File: config.mk
export PLATFORM = sky130hd
export DESIGN_NAME = sound_mixer_flat
export DESIGN_NICKNAME = d
export VERILOG_FILES = /design/src/rtl/gb_audio_pkg.sv /design/src/rtl/sound_mixer_if.sv /design/src/rtl/mixer_scale.sv /design/src/rtl/sound_mixer.sv /design/src/flat_wrapper.sv
export SDC_FILE = /design/constraint.sdc
export NUM_CORES = 1
export LEC_CHECK = 0
export BUFFER_PORTS_ARGS = -buffer_cell sky130_fd_sc_hd__buf_2
export CAP_MARGIN = 20
export CORE_MARGIN = 4
export CORE_UTILIZATION = 30
export CTS_BUF_LIST = sky130_fd_sc_hd__clkbuf_4 sky130_fd_sc_hd__clkbuf_8
export DETAILED_ROUTE_END_ITERATION = 8
export PLACE_DENSITY = 0.42
export SETUP_SLACK_MARGIN = 0.05
export SLEW_MARGIN = 20
export SYNTH_ARGS = -nofsm -noshare
export SYNTH_HDL_FRONTEND = slang
export SYNTH_HIERARCHICAL = 1
export SYNTH_SLANG_ARGS = --single-unit
File: constraint.sdc
create_clock -name clk -period 5.63 [get_ports clk]
set_input_delay 0.2815 -clock clk [delete_from_list [all_inputs] [get_ports clk]]
set_output_delay 0.2815 -clock clk [all_outputs]
set_load 0.1 [all_outputs]
File: src/rtl/gb_audio_pkg.sv
// Shared Game Boy audio definitions: mixer FSM states, datapath widths and the
// DC offset that recentres 0..15 DAC levels around zero.
package gb_audio_pkg;

  typedef enum logic [1:0] {
    ST_IDLE,
    ST_ACC,
    ST_SCALE,
    ST_OUT
  } mix_state_e;

  localparam int LVL_W     = 4;
  localparam int SLVL_W    = 5;
  localparam int ACC_W     = 7;
  localparam int MIX_W     = 10;
  localparam int SMP_W     = 16;
  localparam int VOL_W     = 3;
  localparam int DC_OFFSET = 15;

  // 2*level - 15 wraps correctly in 5 bits because the true result always fits.
  function automatic logic signed [SLVL_W-1:0] signed_level(input logic [LVL_W-1:0] lvl,
                                                            input logic              on);
    logic [SLVL_W-1:0] centred;
    centred = {lvl, 1'b0} - SLVL_W'(DC_OFFSET);
    return on ? signed'(centred) : '0;
  endfunction

endpackage

File: src/rtl/sound_mixer_if.sv
// Sample request/return channel between the mixer and the AC97 frame generator.
interface sound_mixer_if;
  import gb_audio_pkg::*;

  logic                    sample_req;
  logic                    sample_ack;
  logic signed [SMP_W-1:0] left_sample;
  logic signed [SMP_W-1:0] right_sample;
  logic                    sample_valid;
  logic                    overrun;

  modport master (
    input  sample_req, sample_ack,
    output left_sample, right_sample, sample_valid, overrun
  );

  modport slave (
    output sample_req, sample_ack,
    input  left_sample, right_sample, sample_valid, overrun
  );

endinterface

File: src/rtl/mixer_scale.sv
// Applies NR50 volume (vol+1) to one accumulated side and gates it with the
// master enable.
module mixer_scale
  import gb_audio_pkg::*;
(
  input  logic signed [ACC_W-1:0] acc_i,
  input  logic        [VOL_W-1:0] vol_i,
  input  logic                    master_en_i,
  output logic signed [MIX_W-1:0] mix_o
);

  logic signed [MIX_W-1:0] acc_ext;
  logic signed [MIX_W-1:0] gain;

  assign acc_ext = MIX_W'(acc_i);
  assign gain    = signed'(MIX_W'({1'b0, vol_i}) + MIX_W'(1));
  assign mix_o   = master_en_i ? acc_ext * gain : '0;

endmodule

File: src/rtl/sound_mixer.sv
// Four-channel Game Boy stereo mixer: one time-shared accumulator pass per
// AC97 sample request, with a one-deep request queue and valid/ack output.
module sound_mixer
  import gb_audio_pkg::*;
#(
  parameter int NUM_CH    = 4,
  parameter int OUT_SHIFT = 6
) (
  input  logic             clk,
  input  logic             reset_b,
  input  logic [LVL_W-1:0] ch1_level,
  input  logic [LVL_W-1:0] ch2_level,
  input  logic [LVL_W-1:0] ch3_level,
  input  logic [LVL_W-1:0] ch4_level,
  input  logic             ch1_on_flag,
  input  logic             ch2_on_flag,
  input  logic             ch3_on_flag,
  input  logic             ch4_on_flag,
  input  logic             SO1_ch1_enable,
  input  logic             SO1_ch2_enable,
  input  logic             SO1_ch3_enable,
  input  logic             SO1_ch4_enable,
  input  logic             SO2_ch1_enable,
  input  logic             SO2_ch2_enable,
  input  logic             SO2_ch3_enable,
  input  logic             SO2_ch4_enable,
  input  logic [VOL_W-1:0] SO1_output_level,
  input  logic [VOL_W-1:0] SO2_output_level,
  input  logic             sound_master_enable,
  sound_mixer_if.master    smp_bus
);

  localparam int IDX_W = $clog2(NUM_CH);

  mix_state_e                        state_q;
  logic        [IDX_W-1:0]           idx_q;
  logic        [NUM_CH-1:0][LVL_W-1:0] lvl_in, lvl_q;
  logic        [NUM_CH-1:0]          on_in, on_q;
  logic        [NUM_CH-1:0]          so1_in, so1_q;
  logic        [NUM_CH-1:0]          so2_in, so2_q;
  logic        [VOL_W-1:0]           vol1_q, vol2_q;
  logic                              master_q;
  logic                              pending_q;
  logic signed [ACC_W-1:0]           acc_l_q, acc_r_q, acc_l_d, acc_r_d;
  logic signed [SLVL_W-1:0]          ch_s;
  logic signed [ACC_W-1:0]           ch_s_ext;
  logic signed [MIX_W-1:0]           mix_l, mix_r, mix_l_q, mix_r_q;
  logic signed [SMP_W-1:0]           left_q, right_q;
  logic                              valid_q;
  logic                              overrun_q;

  assign lvl_in = {ch4_level, ch3_level, ch2_level, ch1_level};
  assign on_in  = {ch4_on_flag, ch3_on_flag, ch2_on_flag, ch1_on_flag};
  assign so1_in = {SO1_ch4_enable, SO1_ch3_enable, SO1_ch2_enable, SO1_ch1_enable};
  assign so2_in = {SO2_ch4_enable, SO2_ch3_enable, SO2_ch2_enable, SO2_ch1_enable};

  // SO1 feeds the right accumulator, SO2 the left one.
  always_comb begin
    ch_s     = signed_level(lvl_q[idx_q], on_q[idx_q]);
    ch_s_ext = ACC_W'(ch_s);
    acc_r_d  = so1_q[idx_q] ? acc_r_q + ch_s_ext : acc_r_q;
    acc_l_d  = so2_q[idx_q] ? acc_l_q + ch_s_ext : acc_l_q;
  end

  mixer_scale u_scale_left (
    .acc_i      (acc_l_q),
    .vol_i      (vol2_q),
    .master_en_i(master_q),
    .mix_o      (mix_l)
  );

  mixer_scale u_scale_right (
    .acc_i      (acc_r_q),
    .vol_i      (vol1_q),
    .master_en_i(master_q),
    .mix_o      (mix_r)
  );

  always_ff @(posedge clk or negedge reset_b) begin
    if (!reset_b) begin
      state_q   <= ST_IDLE;
      idx_q     <= '0;
      lvl_q     <= '0;
      on_q      <= '0;
      so1_q     <= '0;
      so2_q     <= '0;
      vol1_q    <= '0;
      vol2_q    <= '0;
      master_q  <= 1'b0;
      pending_q <= 1'b0;
      acc_l_q   <= '0;
      acc_r_q   <= '0;
      mix_l_q   <= '0;
      mix_r_q   <= '0;
      left_q    <= '0;
      right_q   <= '0;
      valid_q   <= 1'b0;
      overrun_q <= 1'b0;
    end else begin
      if (smp_bus.sample_ack) valid_q <= 1'b0;
      if (smp_bus.sample_req && pending_q) overrun_q <= 1'b1;
      if (smp_bus.sample_req && !pending_q && state_q != ST_IDLE) pending_q <= 1'b1;

      case (state_q)
        ST_IDLE: begin
          if (smp_bus.sample_req || pending_q) begin
            lvl_q     <= lvl_in;
            on_q      <= on_in;
            so1_q     <= so1_in;
            so2_q     <= so2_in;
            vol1_q    <= SO1_output_level;
            vol2_q    <= SO2_output_level;
            master_q  <= sound_master_enable;
            acc_l_q   <= '0;
            acc_r_q   <= '0;
            idx_q     <= '0;
            pending_q <= 1'b0;
            state_q   <= ST_ACC;
          end
        end
        ST_ACC: begin
          acc_l_q <= acc_l_d;
          acc_r_q <= acc_r_d;
          idx_q   <= idx_q + 1'b1;
          if (idx_q == IDX_W'(NUM_CH - 1)) state_q <= ST_SCALE;
        end
        ST_SCALE: begin
          mix_l_q <= mix_l;
          mix_r_q <= mix_r;
          state_q <= ST_OUT;
        end
        ST_OUT: begin
          // An unacknowledged sample being replaced is a lost result.
          left_q  <= SMP_W'(mix_l_q) <<< OUT_SHIFT;
          right_q <= SMP_W'(mix_r_q) <<< OUT_SHIFT;
          valid_q <= 1'b1;
          if (valid_q && !smp_bus.sample_ack) overrun_q <= 1'b1;
          state_q <= ST_IDLE;
        end
        default: state_q <= ST_IDLE;
      endcase
    end
  end

  assign smp_bus.left_sample  = left_q;
  assign smp_bus.right_sample = right_q;
  assign smp_bus.sample_valid = valid_q;
  assign smp_bus.overrun      = overrun_q;

endmodule

File: src/flat_wrapper.sv
// flat-port wrapper written by rule: the top's interface ports become plain ports
module sound_mixer_flat import gb_audio_pkg::*;
#(
  parameter int NUM_CH    = 4,
  parameter int OUT_SHIFT = 6
)
  (clk, reset_b, ch1_level, ch2_level, ch3_level, ch4_level, ch1_on_flag, ch2_on_flag, ch3_on_flag, ch4_on_flag, SO1_ch1_enable, SO1_ch2_enable, SO1_ch3_enable, SO1_ch4_enable, SO2_ch1_enable, SO2_ch2_enable, SO2_ch3_enable, SO2_ch4_enable, SO1_output_level, SO2_output_level, sound_master_enable, smp_bus_sample_req, smp_bus_sample_ack, smp_bus_left_sample, smp_bus_right_sample, smp_bus_sample_valid, smp_bus_overrun);
  sound_mixer_if smp_bus_i ();
  input  logic clk;
  input  logic reset_b;
  input  logic [LVL_W-1:0] ch1_level;
  input  logic [LVL_W-1:0] ch2_level;
  input  logic [LVL_W-1:0] ch3_level;
  input  logic [LVL_W-1:0] ch4_level;
  input  logic ch1_on_flag;
  input  logic ch2_on_flag;
  input  logic ch3_on_flag;
  input  logic ch4_on_flag;
  input  logic SO1_ch1_enable;
  input  logic SO1_ch2_enable;
  input  logic SO1_ch3_enable;
  input  logic SO1_ch4_enable;
  input  logic SO2_ch1_enable;
  input  logic SO2_ch2_enable;
  input  logic SO2_ch3_enable;
  input  logic SO2_ch4_enable;
  input  logic [VOL_W-1:0] SO1_output_level;
  input  logic [VOL_W-1:0] SO2_output_level;
  input  logic sound_master_enable;
  input wire logic [$bits(smp_bus_i.sample_req)-1:0] smp_bus_sample_req;
  input wire logic [$bits(smp_bus_i.sample_ack)-1:0] smp_bus_sample_ack;
  output wire logic [$bits(smp_bus_i.left_sample)-1:0] smp_bus_left_sample;
  output wire logic [$bits(smp_bus_i.right_sample)-1:0] smp_bus_right_sample;
  output wire logic [$bits(smp_bus_i.sample_valid)-1:0] smp_bus_sample_valid;
  output wire logic [$bits(smp_bus_i.overrun)-1:0] smp_bus_overrun;
  assign smp_bus_i.sample_req = smp_bus_sample_req;
  assign smp_bus_i.sample_ack = smp_bus_sample_ack;
  assign smp_bus_left_sample = smp_bus_i.left_sample;
  assign smp_bus_right_sample = smp_bus_i.right_sample;
  assign smp_bus_sample_valid = smp_bus_i.sample_valid;
  assign smp_bus_overrun = smp_bus_i.overrun;
  sound_mixer #(.NUM_CH(NUM_CH), .OUT_SHIFT(OUT_SHIFT)) u_core (.clk(clk), .reset_b(reset_b), .ch1_level(ch1_level), .ch2_level(ch2_level), .ch3_level(ch3_level), .ch4_level(ch4_level), .ch1_on_flag(ch1_on_flag), .ch2_on_flag(ch2_on_flag), .ch3_on_flag(ch3_on_flag), .ch4_on_flag(ch4_on_flag), .SO1_ch1_enable(SO1_ch1_enable), .SO1_ch2_enable(SO1_ch2_enable), .SO1_ch3_enable(SO1_ch3_enable), .SO1_ch4_enable(SO1_ch4_enable), .SO2_ch1_enable(SO2_ch1_enable), .SO2_ch2_enable(SO2_ch2_enable), .SO2_ch3_enable(SO2_ch3_enable), .SO2_ch4_enable(SO2_ch4_enable), .SO1_output_level(SO1_output_level), .SO2_output_level(SO2_output_level), .sound_master_enable(sound_master_enable), .smp_bus(smp_bus_i));
endmodule
# [Word-level counts from Yosys, hierarchy flattened]
# Cells that the tools add are included.
[word_totals] register_bits=96 output_inout_bits=34 word_cells=83
[classes] addsub=6 mul=2 n_lt_le_gt_ge=1 n_eq_ne=8 n_mux=29 n_reduce_logical=16
[op_table] cell="case mux 7 bit (2 select lines)" n=2
[op_table] cell="two-way mux 7 bit" n=3
[op_table] cell="multiplier 7 x 5 -> 10 bit" n=2
[op_table] cell="two-way mux 10 bit" n=2
[op_table] cell="adder 7 x 5 -> 7 bit" n=2
[op_table] cell="two-way mux 1 bit" n=11
[op_table] cell="adder 3 x 1 -> 4 bit (second input constant)" n=2
[op_table] cell="binary-select mux 4 bit (select 2 bit)" n=1
[op_table] cell="inequality test 2 x 1 -> 1 bit (second input constant)" n=4
[op_table] cell="case mux 2 bit (4 select lines)" n=1
[op_table] cell="binary-select mux 1 bit (select 2 bit)" n=3
[op_table] cell="== test 2 bit (second input constant)" n=3
[op_table] cell="two-way mux 2 bit" n=3
[op_table] cell="AND reduction 2 bit" n=3
[op_table] cell="AND reduction 3 bit" n=2
[op_table] cell="nonzero test 2 bit" n=3
[op_table] cell="two-way mux 5 bit" n=1
[op_table] cell="subtractor 5 x 4 -> 5 bit (second input constant)" n=1
[op_table] cell="logical AND 1 bit" n=4
[op_table] cell="two-way mux 4 bit" n=1
[op_table] cell="case mux 2 bit (2 select lines)" n=1
[op_table] cell="less-than comparator 2 x 3 -> 1 bit (second input constant)" n=1
[op_table] cell="adder 2 x 1 -> 2 bit (second input constant)" n=1
[op_table] cell="== test 2 x 1 -> 1 bit (second input constant)" n=1
[op_table] cell="other kinds (3)" n=4

# [Depth between registers and ports, before layout]
[logic_depth] depth_word=7 depth_mapped=15 depth_no_buf=15

# [Modules after synthesis]
# The synthesis kept the hierarchy.
[modules_own_cells] module="sound_mixer" instances=1 cells_per_inst=347 area_per_inst_um2=4633.2
[modules_own_cells] module="mixer_scale (u_core.u_scale_right)" instances=1 cells_per_inst=125 area_per_inst_um2=1042.2
[modules_own_cells] module="mixer_scale (u_core.u_scale_left)" instances=1 cells_per_inst=125 area_per_inst_um2=1037.2

# [Least setup slack after synthesis]
# OpenSTA, ideal clock, no wires.
[synth_path] kind="register -> register" from="register u_core.vol1_q[0]" to="register u_core.mix_r_q[8]" arrival_ps=3838 required_time_ps=5505 slack_ps=1667 stages_incl_launch_ff=16 path_buffers=0 path_cell_list="dfrtp_1 ha_1 xor2_1 and2_1 ha_1 inv_1 fa_1 fa_1 inv_1 ha_1 a21o_1 a21o_1 a21oi_1 nor4bb_1 or3_1 mux2_2"
[synth_between] elab_chain_len=3
[synth_lines] item="start, declared" line="sound_mixer.sv:41" source="logic [VOL_W-1:0] vol1_q, vol2_q;"
[synth_lines] item="start signal, assigned" line="sound_mixer.sv:111" source="vol1_q <= SO1_output_level;"
[synth_lines] item="adder 3 x 1 -> 4 bit" line="mixer_scale.sv:16" source="assign gain = signed'(MIX_W'({1'b0, vol_i}) + MIX_W'(1));"
[synth_lines] item="multiplier 7 x 5 -> 10 bit" line="mixer_scale.sv:17" source="assign mix_o = master_en_i ? acc_ext * gain : '0;"
[synth_lines] item="two-way mux 10 bit" line="mixer_scale.sv:17"
[synth_lines] item="via u_core.mix_r[8]" line="sound_mixer.sv:47" source="logic signed [MIX_W-1:0] mix_l, mix_r, mix_l_q, mix_r_q;"
[synth_lines] item="end signal, assigned" line="sound_mixer.sv:129" source="mix_r_q <= mix_r;"
[synth_lines] item="end, declared" line="sound_mixer.sv:47"
# The timed path passes the listed nets, and every way through them passes these cells.
# A chain may end at the register's enable or synchronous reset.

# [Final worst setup path]
# Ends and elaborated chain as after synthesis.

==> results.sh <==
export IMPL_fillers=2230
export IMPL_synth_cell_types=61
export IMPL_avgSynthCellArea_um2=11.2
export IMPL_crit_arrival_ns=4.67
export IMPL_synth_most_common_cell="dfrtp_1"
export IMPL_drive_gt1_frac=0.269
export IMPL_finalNetCount=767
export IMPL_antenna_left=0
export IMPL_drv_cap=0
export IMPL_firstDrtPassIters=4
export IMPL_globalplace_congestion=0.742
export IMPL_drc=0
export IMPL_fmax_mhz=228
export IMPL_synth_cells=597
export IMPL_cts_tree="yes"
export IMPL_slew_violations=0
export IMPL_seq_area_um2=2400
export IMPL_period_share=0.780
export IMPL_routed_via_density=4.60
export IMPL_overflow=0
export IMPL_internal_power_uw=2340
export IMPL_slew_headroom=0.493
export IMPL_powerDensity_nw_per_um2=591
export IMPL_coreArea_um2=21900
export IMPL_outcome="completed"
export IMPL_hold_path_class="in -> reg"
export IMPL_cp_slowest_cell="dfrtp_1"
export IMPL_comb_power_share=0.606
export IMPL_clk_path_buf_depth=2
export IMPL_die_w_um=158
export IMPL_synth_warnings=6
export IMPL_p_leak_uw=0.00372
export IMPL_hold_viol_final=0
export IMPL_path_delay_family="adder cells"
export IMPL_grt_max_degree=57
export IMPL_async_flop_share=1.00
export IMPL_fin_hold_ws_ns=0.119
export IMPL_power_share_sequential=0.282
export IMPL_synth_top_flop_cell="dfrtp_1"
export IMPL_setup_worst_path_end_class="register"
export IMPL_synth_common_cells="dfrtp_1 (96), mux2_2 (76), ha_1 (51)"
export IMPL_critPathMaxStageDelay_ns=0.55
export IMPL_die_y_um=158
export IMPL_io_pins=73
export IMPL_switchingPower_uw=2100
export IMPL_vdd_drop_max_mv=0.185
export IMPL_synth_edf_count=0
export IMPL_clk_insertion_delay_late_ns=0.38
export IMPL_std_cell_rows=54
export IMPL_htree_levels=3
export IMPL_setup_viol=0
export IMPL_rsz0062_at_grt="false"
export IMPL_worst_slew_pin_slew_ns=0.760
export IMPL_start_kind="register"
export IMPL_yosysTopAreaCellShare=0.358
export IMPL_fin_util=0.343
export IMPL_syn_to_final_growth_pct=11.9
export IMPL_pwr_share_clk=0.112
export IMPL_wirelength_um=13900
export IMPL_switching_share=0.473
export IMPL_ys_seq_elements=96
export IMPL_required_ns=5.91
export IMPL_grt_pass1_vias=4565
export IMPL_synth_area_top_cells="dfrtp_1 (36%), mux2_2 (13%), ha_1 (9.5%)"
export IMPL_start_util=0.307
export IMPL_critPathKind="reg -> reg"
export IMPL_grt_use_total=0.117
export IMPL_seq_area_frac_synth=0.358
export IMPL_dp_hpwl_um=10500
export IMPL_crit_fanout=12
export IMPL_io_buffers=60
export IMPL_clk_pin_slew_ns=0.11
export IMPL_grt_pass1_wl_um=23200
export IMPL_drtIter0Drc=129
export IMPL_period_needed_ns=4.39
export IMPL_dr_total_vias=4319
export IMPL_cts_buffers=9
export IMPL_root_buffer="clkbuf_8"
export IMPL_yosysTopAreaCell="dfrtp_1"
export IMPL_fin_skew_ns=0.0155
export IMPL_cts_sinks=96
export IMPL_wl_per_cell_um=14.8
export IMPL_diodes=0
export IMPL_multi_input_area_um2=4020
export IMPL_path_buf_inv=2
export IMPL_cpMostUsedCell="ha_1"
export IMPL_antenna_found_initial=0
export IMPL_path_cells="ha_1 -> xor2_1 -> and2_1 -> ha_1 -> inv_1 -> fa_1 -> fa_1 -> inv_1 -> ha_1 -> a21o_1 -> a21o_1 -> a21oi_1 -> nor4bb_1 -> or3_1 -> mux2_2"
export IMPL_setup_tns_ns=0
export IMPL_dieArea_um2=24800
export IMPL_syn_cell_area_um2=6710
## power groups by stage
stage                     Combinational (uW)  Sequential, uW  Clock [uW]
after floorplan                         1860            1540           0
after global placement                  2650            1260           0
after detailed placement                2700            1280           0
after CTS                               2720            1260         534
after global routing                    2980            1310         559
final                                   2690            1250         498
## flip-flops by register name, summed over array words and instances, names as in the netlist, 2 cells and up
register                     count
u_core/acc_l_q                   7
u_core/smp_bus.left_sample      10
u_core/state_q                   2
u_core/lvl_q                    16
u_core/smp_bus.right_sample     10
u_core/so2_q                     4
u_core/acc_r_q                   7
u_core/mix_l_q                  10
u_core/mix_r_q                  10
u_core/idx_q                     2
u_core/on_q                      4
u_core/vol1_q                    3
u_core/so1_q                     4
u_core/vol2_q                    3
## cell families (layout without fill, tap and decap cells)
logic type | after synthesis | in the layout | synth area share
xor gates and xnor gates | 25 | 25 | 0.0367
AOI/OAI and AO/OA | 79 | 79 | 0.0884
buffers and inverters | 75 | 125 | 0.0513
and+or+nand+nor | 155 | 155 | 0.133
muxes | 90 | 90 | 0.164
DFF | 96 | 96 | 0.358
other | 1 | 12 | 0.000559
adders and majority gates | 76 | 76 | 0.168
## through the flow
step / total power [uW] / instance area, um2 / instances / setup slack [ns]
after floorplan: 3400 / 6750 / 608 / 1.67
after global placement: 3910 / 7250 / 920 / 1.34
after detailed placement: 3980 / 7280 / 921 / 1.26
after CTS: 4520 / 7510 / 938 / 1.23
after global routing: 4840 / 7510 / 938 / 0.948
final: 4430 / 7510 / 938 / 1.24
## path summary, 6_finish.rpt
path	start	to	slack (ns)	cells past startpoint
setup / recovery	u_core/vol1_q[0]	u_core/mix_r_q[8]	1.24	15
hold / removal	ch3_level[0]	u_core/lvl_q[8]	0.12	2
setup reg to reg	u_core/vol1_q[0]	u_core/mix_r_q[8]	1.24	15
hold reg to reg	u_core/smp_bus.overrun	u_core/smp_bus.overrun	0.49	1
max in group asynchronous	reset_b	u_core/idx_q[1]	4.10	3
min in group asynchronous	reset_b	u_core/smp_bus.left_sample[13]	0.40	2
## layout by cell type, fill, tap and decap left out, types with 6 or more instances in the layout
| cell type | synthesis | layout |
|---|---|---|
| nor2b_1 | 9 | 9 |
| nand3_1 | 6 | 6 |
| inv_1 | 46 | 46 |
| clkbuf_8 | 0 | 10 |
| and2_1 | 47 | 47 |
| nand2_1 | 26 | 26 |
| nand2b_1 | 14 | 14 |
| conb_1 | 1 | 12 |
| dfrtp_1 | 96 | 96 |
| mux2_2 | 76 | 76 |
| xnor2_1 | 15 | 15 |
| xor2_1 | 8 | 8 |
| fa_1 | 24 | 24 |
| nor2_1 | 13 | 13 |
| ha_1 | 51 | 49 |
| mux2i_1 | 7 | 7 |
| o21ai_0 | 14 | 14 |
| a21o_1 | 9 | 9 |
| or2_2 | 6 | 6 |
| and2_2 | 10 | 10 |
| a21oi_1 | 9 | 9 |
| buf_2 | 2 | 59 |
| a22o_1 | 6 | 6 |
## layer usage
metal  share of wire  GRT usage  up-vias
li1                -          -     2168
met2            0.46      0.196       70
met1            0.48      0.155     2070
met5               0          0        -
met3           0.040     0.0268       11
met4           0.011     0.0283        0
## cell type report
cell class / count / share of cell area
repair buffers: 63 / 0.0463
clock inverters: 6 / 0.00983
multi-input cells: 437 / 0.536
inverters: 46 / 0.0230
well taps: 280 / 0.0467
flip-flops and latches: 96 / 0.320
clock buffers: 10 / 0.0183
## what timing repair did
action,in CTS,in global routing
hold buffers,1,0
buffers inserted,0,0
gates resized for setup,0,0
hold endpoints to repair,40,0
Power figures use the tool's default switching activity.
